--- config.mk ---
export PLATFORM = sky130hd
export DESIGN_NAME = wordcopy
export DESIGN_NICKNAME = d
export VERILOG_FILES = /design/src/rtl/wordcopy.sv
export SDC_FILE = /design/constraint.sdc
export NUM_CORES = 1
export LEC_CHECK = 0
export ABC_CLOCK_PERIOD_IN_PS = 3000
export CAP_MARGIN = 0
export CORE_MARGIN = 8
export CORE_UTILIZATION = 50
export DETAILED_ROUTE_END_ITERATION = 8
export GPL_TIMING_DRIVEN = 0
export PLACE_DENSITY = 0.85
export REMOVE_ABC_BUFFERS = 1
export SLEW_MARGIN = 20
export SYNTH_ARGS = -nofsm -noshare
export SYNTH_HDL_FRONTEND = slang
export SYNTH_SLANG_ARGS = --single-unit
--- constraint.sdc ---
create_clock -name clk -period 3 [get_ports clk]
set_input_delay 0.45 -clock clk [delete_from_list [all_inputs] [get_ports clk]]
set_output_delay 0.45 -clock clk [all_outputs]
set_load 0.03 [all_outputs]
--- src/rtl/wordcopy.sv ---
// wordcopy: memory-mapped DMA engine copying count 32-bit words from src to dst
//   clk, rst_n (sync, active-high)     : clock and reset
//   slave_*  (Avalon-MM slave)         : 0=start/status, 1=dst, 2=src, 3=count
//   master_* (Avalon-MM master)        : one outstanding read, then one write per word
module wordcopy (
    input  logic        clk,
    input  logic        rst_n,
    output logic        slave_waitrequest,
    input  logic [3:0]  slave_address,
    input  logic        slave_read,
    output logic [31:0] slave_readdata,
    input  logic        slave_write,
    input  logic [31:0] slave_writedata,
    input  logic        master_waitrequest,
    output logic [31:0] master_address,
    output logic        master_read,
    input  logic [31:0] master_readdata,
    input  logic        master_readdatavalid,
    output logic        master_write,
    output logic [31:0] master_writedata
);
    localparam logic [1:0] IDLE    = 2'd0;
    localparam logic [1:0] RD_REQ  = 2'd1;
    localparam logic [1:0] RD_WAIT = 2'd2;
    localparam logic [1:0] WR_REQ  = 2'd3;
    logic [1:0]  state;
    logic [31:0] dst, src, count, index, data, offs, next_index;
    logic        busy;
    always_comb begin
        busy              = state != IDLE;
        offs              = index << 2;
        next_index        = index + 32'd1;
        // stalling any CPU access while busy makes a status read block until the copy ends
        slave_waitrequest = busy & (slave_read | slave_write);
        slave_readdata    = slave_address == 4'd1 ? dst :
                            slave_address == 4'd2 ? src :
                            slave_address == 4'd3 ? count : 32'd0;
        master_read       = state == RD_REQ;
        master_write      = state == WR_REQ;
        master_address    = master_read ? src + offs : master_write ? dst + offs : 32'd0;
        master_writedata  = master_write ? data : 32'd0;
    end
    always_ff @(posedge clk) begin
        if (rst_n) begin
            state <= IDLE;
            dst   <= 32'd0;
            src   <= 32'd0;
            count <= 32'd0;
            index <= 32'd0;
            data  <= 32'd0;
        end else begin
            case (state)
                IDLE: if (slave_write) begin
                    case (slave_address)
                        4'd0: begin
                            index <= 32'd0;
                            state <= count != 32'd0 ? RD_REQ : IDLE;
                        end
                        4'd1: dst   <= slave_writedata;
                        4'd2: src   <= slave_writedata;
                        4'd3: count <= slave_writedata;
                        default: ;
                    endcase
                end
                RD_REQ: if (!master_waitrequest) state <= RD_WAIT;
                RD_WAIT: if (master_readdatavalid) begin
                    data  <= master_readdata;
                    state <= WR_REQ;
                end
                default: if (!master_waitrequest) begin
                    index <= next_index;
                    state <= next_index == count ? IDLE : RD_REQ;
                end
            endcase
        end
    end
endmodule

==> out/results.ini <==
[cells_and_area]
nFillCells=1560
final_cell_mix=nand2_1 (350), a21oi_1 (216), dfxtp_1 (126), clkdlybuf4s50_1 (109), nor2_1 (89)
final_common_cell=nand2_1
fin_util=0.707
area_growth_pct=38.9
design_area_sq_um=15400
layout-drive-gt1-share=0.190
fin_nets=1887

[placement]
dp_slack_ns=-1.93
placement.io_buffers=172
gp_congestion=0.897
place_hpwl_mm=27.1
place_area_sq_um=13100

[setup_path]
path_class=flip-flop to output port
endpoint_kind=output port
max_stage_delay_ns=0.37
critical_path_arrival_ns=3.46
timing.rr.start=state[1]$_SDFFE_PP0P_
cp_num_buf_inv=3
cp_top_family=compound AO/OA/AOI/OAI gates
critPathSlowestCell=fa_2
cp_max_fo=2
required_ns=2.55
critPathMostFrequentCell=o21a_1
cp_cell_sequence=ha_4 > fa_2 > a211oi_4 > o21bai_2 > o41ai_2 > buf_4 > buf_6 > a21oi_2 > o21a_1 > o21a_1 > o21a_1 > o32ai_2 > buf_4
startpoint_type=flip-flop
crit_path_start=index[0]$_SDFFE_PP0P_

[yosys]
syn-cell-area_sq_um=11100
synth_flop_cell=dfxtp_1
seq_area_frac_synth=0.292
synth-seq-cells=162
async_flop_share=0
synth_cells=1553
synth_edf_count=0
synth.avg_cell_area_sq_um=7.15
yosysUniqueCellTypes=70
yosys_warnings=0

[clocking]
clock-root-buffer=clkbuf_16
numClockSinks=162
cts-htree-levels=4
tritoncts=built
cts_max_path_buffers=2
numCtsBuffers=17
worstSkewPairLatency_ns=0.45
clk_pin_slew_ns=0.08

[sta]
skew_ns=0.0105
hold_viol=0
relSlewSlack=0.411
tightest_slew_ns=0.881
finalWorstSetupSlack_ns=-0.909
finalSetupViolCount=24
finalCritPeriodShare=1.30
grt_setup_unrepaired=yes
holdWs_ns=0.331
max_freq_ghz=0.256
slew_violations=0
finalCriticalPeriod_ns=3.91

[drt]
final_antenna_net_count=0
vias=13100
drtIter0Drc=1574
wirelength_mm=44.5
wl_per_cell_um=21.8
drt-pass1-iter-count=6
drc=0
viasPerCell=6.40

[flow_run]
maxCapViolCount=0

[worst_hold_path]
hold_path.startpoint=rst_n
hp-class=primary input to flip-flop

[grt]
grt_overflow=0
grtUsageMet2=0.482
grtUsageMet3=0.0860
grt.busiest_layer=met2
first_global_vias=12300
track_usage=0.302
grt_max_degree=125
grt_use_met1=0.372
grt_pass1_wl_mm=66.1
antenna_found_initial=0

[pwr]
pwr-share-seq=0.387
p_sw_mw=2.01
p_leak_nw=5.97
power_density_nw_per_um2=375
sw_frac_of_total=0.346
ir_worst_vdd_mv=0.356
pwr-share-comb=0.234
p_total_mw=5.79
p_clk_frac=0.379
p_int_mw=3.78

[floorplanning]
row_count=54
die_area_sq_um=27200
fp.coreArea_sq_um=21800
die_w_um=165
start_util=0.509
die_h_um=165
boundaryPins=173

[outcome]
status=complete, but fails checks
violations=negative setup slack

-- sequential cells by signal, summed over array words and instances (netlist names) --
register and cells:
src 32, state 2, count 32, index 32
dst 32, data 32
-- kinds of logic after synthesis --
kind of cell	synth area share
simple gates	0.262
compound gates	0.248
flops	0.292
buf+inv	0.0420
xor+xnor	0.0741
fa+ha+maj	0.0746
mux	0.00654
-- layer usage --
layer,share of wire,wire length [um]
met3,0.12,5290
met4,0.051,2260
met1,0.37,16600
met5,0,0
met2,0.46,20300
-- area by class of cell --
type                       instances  area (sq um)  share of cell area
timing repair buffer             265          2620               0.170
antenna                            1          2.50            0.000162
clock inverter                    15           143             0.00925
inverter                          30           120             0.00779
sequential                       162          3340               0.217
tap                              280           350              0.0227
multi-input combinational       1270          8400               0.545
timing repair inverter             2          15.0            0.000974
clock buffer                      17           425              0.0276
-- stage by stage --
stage | cells | setup TNS, ns
2_1_floorplan | 1462 | -63.09
3_3_place_gp | 1914 | -731.13
3_5_place_dp | 1928 | -107.48
4_1_cts | 2013 | -10.10
5_1_grt | 2041 | -16.71
6_report | 2042 | -15.10
-- worst reg2reg max path, stage by stage (launching register included) --
cell and delay, ns:
dfxtp_2 0.38, inv_1 0.09, ha_4 0.21, buf_4 0.19, clkinvlp_4 0.13, buf_4 0.20
o21ai_0 0.12, a221o_1 0.42, a2111oi_4 0.40, nand2_1 0.11, nor4b_2 0.26, nand4_1 0.15
o21a_1 0.20
-- power by group through the flow --
stage          sequential (mW)  clock [mW]  combinational [mW]
2_1_floorplan             2.27           0               0.542
3_3_place_gp              2.29           0               0.938
3_5_place_dp              2.29           0                1.01
4_1_cts                   2.23        2.18                1.15
5_1_grt                   2.24        2.28                1.41
6_report                  2.24        2.20                1.35
-- worst paths after layout --
kind                      endpoint  slack [ns]  cells past startpoint
max             master_address[20]       -0.91                     13
min           data[6]$_SDFFE_PP0P_        0.33                      2
max reg2reg  state[0]$_SDFFE_PP0P_        0.04                     12
min reg2reg  data[21]$_SDFFE_PP0P_        0.45                      2
-- cell usage after synthesis, types with 19 or more instances --
master	count	area, sq um
a21o_1	30	225
a21oi_1	226	1130
xnor2_1	64	561
nand3_1	26	130
ha_1	63	788
dfxtp_1	162	3240
and3_1	19	119
nor2_1	92	345
o21ai_0	81	405
inv_1	30	113
nand2_1	357	1340
clkbuf_1	85	319
and2_1	45	282
xor2_1	30	263
nor3_1	22	110
-- what timing repair did --
item / CTS / global route
hold buffers: 0 / 0
setup buffers: 51 / 29
hold endpoints to repair: 0 / 0
endpoints found under the setup margin: 106 / 33
cloned: 2 / 0
pin swaps: 59 / 58
gates resized for setup: 381 / 77
(Power assumes the default switching activity.)
